$ cat src/rtl/shift_rows_pipe.sv
`default_nettype none
// ============================================================================
//  Module      : shift_rows_pipe
//  Description : Pipelined AES/Rijndael ShiftRows stage for Nb = 4, 6 or 8
//                columns. A valid/ready handshake accepts one block per
//                cycle. The row rotation is pure wiring ahead of stage 0,
//                and STAGES plain register slices follow it.
//                Optional feature macro: SHIFTROWS_INV_EN. When it is
//                defined, in_inv selects InvShiftRows per block. When it is
//                undefined, only the forward network exists and out_inv is 0.
//  Revision    : 1.0 - initial release
// ============================================================================
module shift_rows_pipe #(
    parameter int NB     = 4,
    parameter int STAGES = 1
) (
    input  logic             clk,
    input  logic             rst,
    input  logic             in_valid,
    output logic             in_ready,
    input  logic             in_inv,
    input  logic [32*NB-1:0] in_block,
    output logic             out_valid,
    input  logic             out_ready,
    output logic [32*NB-1:0] out_block,
    output logic             out_inv,
    output logic             busy
);
    localparam int W = 32 * NB;

    if (!(NB == 4 || NB == 6 || NB == 8)) begin : g_bad_nb
        $error("shift_rows_pipe: NB must be 4, 6 or 8");
    end
    if (STAGES < 1 || STAGES > 3) begin : g_bad_stages
        $error("shift_rows_pipe: STAGES must be 1 to 3");
    end

    // Rijndael row offsets. The wide block (Nb=8) uses larger offsets on rows 2 and 3.
    function automatic int row_shift(input int r);
        if (r == 0) return 0;
        if (r == 1) return 1;
        return (NB == 8) ? r + 1 : r;
    endfunction

    // ------------------------------------------------------------------
    // Permutation networks (byte k = r + 4c sits at bits [W-1-8k -: 8])
    // ------------------------------------------------------------------
    wire  [W-1:0] w_fwd_block;
    logic [W-1:0] w_stage0_block;
`ifdef SHIFTROWS_INV_EN
    wire  [W-1:0] w_inv_block;
`endif

    for (genvar c = 0; c < NB; c++) begin : g_col
        for (genvar r = 0; r < 4; r++) begin : g_row
            localparam int C_SH  = row_shift(r);
            localparam int C_DST = W - 1 - 8 * (r + 4 * c);
            localparam int C_FWD = W - 1 - 8 * (r + 4 * ((c + C_SH) % NB));
            assign w_fwd_block[C_DST -: 8] = in_block[C_FWD -: 8];
`ifdef SHIFTROWS_INV_EN
            // The inverse gathers from the column that the forward pass scattered to.
            localparam int C_INV = W - 1 - 8 * (r + 4 * ((c + NB - C_SH) % NB));
            assign w_inv_block[C_DST -: 8] = in_block[C_INV -: 8];
`endif
        end
    end

`ifdef SHIFTROWS_INV_EN
    assign w_stage0_block = in_inv ? w_inv_block : w_fwd_block;
`else
    // Direction select is absent in this build; in_inv is intentionally unused.
    logic w_unused_inv;
    assign w_unused_inv   = in_inv;
    assign w_stage0_block = w_fwd_block;
`endif

    // ------------------------------------------------------------------
    // Register pipeline
    // ------------------------------------------------------------------
    logic [STAGES-1:0] valid_q;
    logic [STAGES-1:0] valid_d;
    logic [STAGES-1:0] w_adv;
    logic [W-1:0]      data_q [STAGES];
    logic [W-1:0]      data_d [STAGES];
`ifdef SHIFTROWS_INV_EN
    logic [STAGES-1:0] inv_q;
    logic [STAGES-1:0] inv_d;
`endif
    logic              w_accept;

    // A stage advances if it or any stage downstream is empty, or the sink takes data.
    always_comb begin
        for (int i = 0; i < STAGES; i++) begin
            w_adv[i] = out_ready;
            for (int j = i; j < STAGES; j++) begin
                if (!valid_q[j]) w_adv[i] = 1'b1;
            end
        end
    end

    assign in_ready = rst || w_adv[0];
    assign w_accept = in_valid && in_ready;

    // Next-state contents offered to each stage by its upstream neighbour.
    always_comb begin
        valid_d[0] = w_accept;
        data_d[0]  = w_stage0_block;
`ifdef SHIFTROWS_INV_EN
        inv_d[0]   = in_inv;
`endif
        for (int i = 1; i < STAGES; i++) begin
            valid_d[i] = valid_q[i-1];
            data_d[i]  = data_q[i-1];
`ifdef SHIFTROWS_INV_EN
            inv_d[i]   = inv_q[i-1];
`endif
        end
    end

    // Advancing stages take the upstream contents; stalled stages hold their contents.
    always_ff @(posedge clk) begin
        if (rst) begin
            for (int i = 0; i < STAGES; i++) begin
                valid_q[i] <= 1'b0;
                data_q[i]  <= '0;
`ifdef SHIFTROWS_INV_EN
                inv_q[i]   <= 1'b0;
`endif
            end
        end else begin
            for (int i = 0; i < STAGES; i++) begin
                if (w_adv[i]) begin
                    valid_q[i] <= valid_d[i];
                    if (valid_d[i]) begin
                        data_q[i] <= data_d[i];
`ifdef SHIFTROWS_INV_EN
                        inv_q[i]  <= inv_d[i];
`endif
                    end
                end
            end
        end
    end

    assign out_valid = valid_q[STAGES-1];
    assign out_block = data_q[STAGES-1];
    assign busy      = |valid_q;
`ifdef SHIFTROWS_INV_EN
    assign out_inv   = inv_q[STAGES-1];
`else
    assign out_inv   = 1'b0;
`endif

endmodule
`default_nettype wire

$ cat config.mk
export PLATFORM = sky130hd
export DESIGN_NAME = shift_rows_pipe
export DESIGN_NICKNAME = d
export VERILOG_FILES = /design/src/rtl/shift_rows_pipe.sv
export SDC_FILE = /design/constraint.sdc
export NUM_CORES = 1
export LEC_CHECK = 0
export ABC_AREA = 1
export CAP_MARGIN = 5
export CORE_MARGIN = 5
export CORE_UTILIZATION = 39
export CTS_CLUSTER_SIZE = 40
export DETAILED_ROUTE_END_ITERATION = 10
export PLACE_DENSITY_LB_ADDON = 0.12
export SLEW_MARGIN = 10
export SYNTH_ARGS = -nofsm -noshare
export SYNTH_HDL_FRONTEND = slang
export SYNTH_SLANG_ARGS = --single-unit
export TNS_END_PERCENT = 100
$ cat constraint.sdc
create_clock -name clk -period 4.2 [get_ports clk]
set_clock_uncertainty 0.15 [all_clocks]
set_input_delay 0.42 -clock clk [delete_from_list [all_inputs] [get_ports clk]]
set_output_delay 0.42 -clock clk [all_outputs]
set_load 0.01 [all_outputs]
==> results of run 1 <==
## layer usage
layer,vias to the layer above,global-route usage [%]
met4,0,7.13
met5,-,0
met1,1638,16.4
li1,1771,-
met2,161,28.7
met3,18,6.90
## per-stage QoR
stage | std cells | utilization (%)
after floorplan | 412 | -
after global placement | 833 | 61.6
after detailed placement | 833 | 61.6
after CTS | 864 | 65.4
after global routing | 864 | 65.4
final | 864 | 65.4
## power by group
group,internal [mW],switching [mW]
combinational,0.282,0.191
clock,0.737,0.484
sequential,1.53,0.0259
total,2.54,0.701
## flip-flops by register name, summed over array words and instances, names as in the netlist
| register | cells |
|---|---|
| busy | 1 |
| data_q | 128 |
## kinds of logic (layout without fill, tap and decap cells)
| logic type | Yosys count | in the layout | share of synthesized area, % |
|---|---|---|---|
| buffers and inverters | 147 | 427 | 13.1 |
| other | 1 | 1 | 0.0744 |
| AO/OA/AOI/OAI | 1 | 1 | 0.0993 |
| flip-flops | 129 | 129 | 76.7 |
| AND/OR/NAND/NOR | 134 | 134 | 10.0 |
## placed cells by master (no fill, tap or decap), drive strengths merged
cell type and count:
clkdlybuf4s50 262, inv 131, nor2 129, edfxtp 128
clkbuf 22, clkinv 8, nand2 4, buf 3
nand3 1, a21oi 1, conb 1, dfxtp 1
clkinvlp 1
## final cells by class
class	instances	area share, %
clock inverter	9	0.530
timing repair buffer	265	32.3
sequential	129	46.8
multi-input combinational	136	6.39
clock buffer	22	5.38
inverter	131	5.96
tap	172	2.61
## path summary, 6_finish.rpt
| kind | from | to | slack (ns) | depth (start not counted) |
|---|---|---|---|---|
| setup / recovery | rst | in_ready | 1.97 | 4 |
| hold / removal | rst | busy | 0.48 | 2 |
| setup reg to reg | busy | data_q[0][15] | 2.19 | 4 |
| hold reg to reg | busy | busy | 0.48 | 2 |
==> summary.txt, run 1 <==
Outcome
  • Status: finished clean

Setup path
  • CP top delay family: buffers and inverters
  • Slowest-stage cell, CP: clkdlybuf4s50_1
  • Worst setup SP type: input port
  • Cell breakdown of the critical path: clkdlybuf4s50_1 -> inv_1 -> nand3_1 -> clkdlybuf4s50_1
  • Critical Path AT: 1.66 ns
  • Critical Path RT: 3.63 ns
  • Worst stage delay on the critical path: 0.54 ns
  • Most Frequent Cell on Critical Path: clkdlybuf4s50_1
  • Setup CP Type: input port to output port
  • Worst Path Buf+Inv: 3
  • CP Capture Type: output port
  • Max FO, Critical Path: 3

Place
  • Post-Place Worst Slack: 1.59 ns
  • Dpl cell area: 0.00777 mm^2
  • Post-detail-place hpwl: 9400 um
  • GP Congestion: 0.760
  • # port buffers: 262

Synthesis
  • Number of flops mapped to enable cells by yosys: 128
  • Cell count after synthesis: 412
  • Yosys warning count: 0
  • Top-count cell post-synth: inv_1
  • Register area share after synthesis: 76.7%
  • Post-synth top cells: 131 x inv_1, 129 x nor2_1, 128 x edfxtp_1
  • Flops & latches, synth: 129
  • Cell taking the most area after synthesis: edfxtp_1
  • Async SR Flop Fraction: 0%
  • Mapped cell area: 0.00504 mm^2
  • Avg Inst Size Synth: 12.2 um^2
  • Largest cells by area after synthesis: edfxtp_1 76%, inv_1 9.8%, nor2_1 9.6%
  • Number of distinct library cells after synthesis: 10
  • Synth top area share: 76.3%
  • Dominant synthesized flop cell: edfxtp_1
  • Syn nets: 545

Clocking
  • CTS Buf Count: 17
  • H-tree depth: 4
  • CTS max path bufs: 2
  • Root Buffer Master: clkbuf_16
  • CTS tree: done
  • Post-CTS Setup Bufs: 0
  • Clock slew at reported path FFs: 0.05 ns
  • Post-CTS Hold Fix Bufs: 0
  • TritonCTS Sinks: 129
  • Clock latency on the worst-skew pair: 0.40 ns
  • Post-cts resize count: 0

Global routing
  • Initial antenna violation count: 0
  • GRT Util Overall: 16.1%
  • Largest net degree at the start of global routing: 66
  • Total global routing overflow: 0
  • Vias in the first global route: 3619
  • First-pass GRT wire length: 18300 um

STA
  • Setup violators final: 0
  • Setup WS post-layout: 1.97 ns
  • Rel. slew slack: 54.3%
  • Worst-margin pin slew: 0.685 ns
  • Final min period: 2.23 ns
  • Final hold violations: 0
  • Total Neg Setup Slack: 0 ns
  • Fmax achieved: 449 MHz
  • Final Max Tran Viols: 0
  • Crit share post-route: 53.0%
  • Min Hold Slack: 0.482 ns
  • RSZ-0062 raised after global routing: false

Routing
  • Vias after detailed routing: 3588
  • Highest routing layer actually used: met4
  • Initial DRC Count: 192
  • Antenna-violating nets left: 0
  • Drt wl/cell: 14.8 um
  • TritonRoute pass-1 iters: 4
  • DR WL met2: 6550 um
  • Met1 WL: 4500 um
  • Vias per cell: 4.15
  • # DRC: 0
  • Post-Route WL: 12800 um
  • WL met3: 1470 um

Layout
  • ANT cells: 0
  • Layout cell share with drive strength beyond 1: 4.05%
  • Area Overhead vs Synth: 63.9%
  • Filler instances: 1016
  • Area occupied by multi-input gates: 528 um^2
  • Final nets: 813
  • Finished Cell Area: 0.00826 mm^2
  • Reg area: 0.00386 mm^2

Floorplanning
  • Boundary Pins: 265
  • Core ar.: 0.0126 mm^2
  • Horiz. Die Dim: 124 um
  • Row cnt: 41
  • Die height: 124 um
  • Die footprint: 0.0153 mm^2
  • Starting Density: 39.9%

Run
  • Max Cap Violations: 0

Power and ir drop
  • Lkg Pwr: 3.66 nW
  • Pwr Density: 393 mW/mm^2
  • VDD IR max: 0.234 mV
  • Total power: 3.25 mW

Hold path
  • Hold/Removal Path Class: input port to flip-flop
Note: power is estimated with default switching activity, not from simulation.
==> inputs of run 2 (changes only) <==
Settings changed: CORE_UTILIZATION 39 to 36.
Clock period 4.2 ns to 1.9 ns, I/O delays scaled along.
==> summary.txt, run 2 (synthesis results as in run 1) <==
Floorplanning
  • Row cnt: 43 (was 41)
  • Core ar.: 0.0138 mm^2 (was 0.0126 mm^2)
  • Starting Density: 36.4% (was 39.9%)
  • Die footprint: 0.0165 mm^2 (was 0.0153 mm^2)
  • Boundary Pins: 265 (unchanged)
  • Horiz. Die Dim: 128 um (was 124 um)
  • Die height: 128 um (was 124 um)

STA
  • Fmax achieved: 563 MHz
  • Final min period: 1.78 ns
  • Final Max Tran Viols: 0 (unchanged)
  • Total Neg Setup Slack: 0 ns (unchanged)
  • Min Hold Slack: 0.222 ns (was 0.482 ns)
  • Crit share post-route: 93.6%
  • RSZ-0062 raised after global routing: false (unchanged)
  • Setup violators final: 0 (unchanged)
  • Final hold violations: 0 (unchanged)
  • Setup WS post-layout: 0.122 ns (was 1.97 ns)

Power and ir drop
  • Sw power: 1.62 mW (was 0.701 mW)
  • Internal: 6.45 mW (was 2.54 mW)
  • Sequential Power Share: 42.4% (was 47.8%)
  • Sw Share: 20.0% (was 21.6%)
  • Lkg Pwr: 3.78 nW (was 3.66 nW)
  • Comb pwr share: 13.3% (was 14.6%)
  • Clk pwr share: 44.3% (was 37.6%)
  • Pwr Density: 945 mW/mm^2 (was 393 mW/mm^2)
  • VDD IR max: 0.495 mV (was 0.234 mV)

Place
  • # port buffers: 262 (unchanged)
  • Placed insts: 849 (was 833)
  • Dpl cell area: 0.00790 mm^2 (was 0.00777 mm^2)
  • Post-detail-place hpwl: 9460 um (was 9400 um)
  • GP Congestion: 0.735 (was 0.760)
  • Post-Place Worst Slack: 0.0917 ns (was 1.59 ns)

Setup path
  • Cell breakdown of the critical path: clkdlybuf4s50_1 -> inv_1 -> nand3_1 -> clkdlybuf4s50_1 (unchanged)
  • Worst setup SP type: input port (unchanged)
  • Critical Path AT: 1.44 ns (was 1.66 ns)
  • Slowest-stage cell, CP: clkdlybuf4s50_1 (unchanged)
  • Critical Path RT: 1.56 ns (was 3.63 ns)
  • Most Frequent Cell on Critical Path: clkdlybuf4s50_1 (unchanged)
  • Setup CP Type: input port to output port (unchanged)
  • CP Capture Type: output port (unchanged)
  • Worst stage delay on the critical path: 0.54 ns (about the same)
  • Max FO, Critical Path: 3 (unchanged)

Hold path
  • Hold/Removal Path Class: input port to flip-flop (unchanged)

Outcome
  • Status: finished clean (unchanged)

Global routing
  • Grt met1 use: 15.6% (was 16.4%)
  • First-pass GRT wire length: 18600 um (was 18300 um)
  • Initial antenna violation count: 0 (unchanged)
  • Grt peak-use layer: met2 (unchanged)
  • Vias in the first global route: 3640 (was 3619)
  • GRT Util Overall: 15.1% (was 16.1%)
  • Met2 usage: 25.1% (was 28.7%)
  • Total global routing overflow: 0 (unchanged)
  • Largest net degree at the start of global routing: 39 (was 66)
  • Met3 GRT Util: 8.42% (was 6.90%)

Routing
  • Initial DRC Count: 64 (was 192)
  • Vias after detailed routing: 3557 (was 3588)
  • Vias per cell: 4.04 (was 4.15)
  • Drt wl/cell: 14.1 um (was 14.8 um)
  • Antenna-violating nets left: 0 (unchanged)
  • # DRC: 0 (unchanged)
  • TritonRoute pass-1 iters: 4 (unchanged)
  • Post-Route WL: 12500 um (was 12800 um)

Run
  • Max Cap Violations: 0 (unchanged)

Clocking
  • TritonCTS Sinks: 129 (unchanged)
  • CTS max path bufs: 2 (unchanged)
  • CTS Buf Count: 17 (unchanged)
  • H-tree depth: 4 (unchanged)
  • CTS tree: done (unchanged)
  • Clock slew at reported path FFs: 0.05 ns (about the same)
  • Post-cts resize count: 0 (unchanged)
  • Clock latency on the worst-skew pair: 0.41 ns (was 0.40 ns)
  • Post-CTS Hold Fix Bufs: 0 (unchanged)
  • Post-CTS Setup Bufs: 0 (unchanged)
  • Root Buffer Master: clkbuf_16 (unchanged)

Layout
  • Non-filler cells, final: 881 (was 864)
  • Largest register FFs: 128 (unchanged)
  • Area occupied by multi-input gates: 537 um^2 (was 528 um^2)
  • Finished Cell Area: 0.00855 mm^2 (was 0.00826 mm^2)
  • Reg area: 0.00386 mm^2 (unchanged)
  • Most frequent cells in the layout: 262 x clkdlybuf4s50_1, 131 x inv_1, 129 x nor2_1 (unchanged)
  • Area Overhead vs Synth: 69.6% (was 63.9%)
  • Most flop-heavy register: data_q (unchanged)
  • ANT cells: 0 (unchanged)
  • Filler instances: 1125 (was 1016)
  • Final nets: 821 (was 813)
  • Commonest non-fill, non-tap cell in the layout: clkdlybuf4s50_1 (unchanged)
  • Layout cell share with drive strength beyond 1: 5.56% (was 4.05%)
[run 2: cell count changes in the layout (fill, tap and decap cells not counted), sizes merged]
cell	previous run	this run
clkinvlp	1	2
clkbuf	22	19
clkinv	8	5
buf	3	11
bufinv	0	6
[run 2: layout make-up]
class,instances,area share [%]
sequential,129,45.2
clock buffer,19,5.07
clock inverter,13,2.52
inverter,131,5.75
multi-input combinational,136,6.28
tap,180,2.64
timing repair buffer,273,32.5
[run 2: power groups by stage]
| stage | Sequential, mW | Combinational (mW) | Clock (mW) |
|---|---|---|---|
| after floorplan | 3.60 | 0.212 | 0 |
| after global placement | 3.47 | 1.08 | 0 |
| after detailed placement | 3.49 | 1.09 | 0 |
| after CTS | 3.43 | 1.10 | 3.65 |
| after global routing | 3.44 | 1.15 | 3.79 |
| final | 3.43 | 1.07 | 3.57 |
[run 2: worst paths after layout]
path | endpoint | slack, ns | depth (start not counted) | from
worst max-delay path | in_ready | 0.12 | 4 | rst
worst min-delay path | busy | 0.22 | 2 | rst
worst max register to register | data_q[0][24] | 0.42 | 5 | busy
worst min register to register | busy | 0.50 | 3 | busy
[run 2: per-stage QoR]
stage | util, % | power, mW
CTS | 61.8 | 8.17
floorplan | - | 3.82
finish | 61.8 | 8.07
detailed placement | 57.1 | 4.58
global route | 61.8 | 8.39
global placement | 57.1 | 4.56
[run 2: worst max-delay path, delay by kind of cell]
family	cells	cell delay, ns
buf+inv	3	1.14
simple gates	1	0.11
[run 2: routing by layer]
layer | vias to the layer above | wire length (um)
met5 | - | 0
met4 | 0 | 303
li1 | 1786 | -
met3 | 22 | 1460
met2 | 153 | 6330
met1 | 1596 | 4370
==> inputs of run 3 (changes only) <==
Settings changed: CAP_MARGIN 5 to 25.
==> results of run 3 <==
The final DEF is identical to that of run 2; final timing and power are the same.
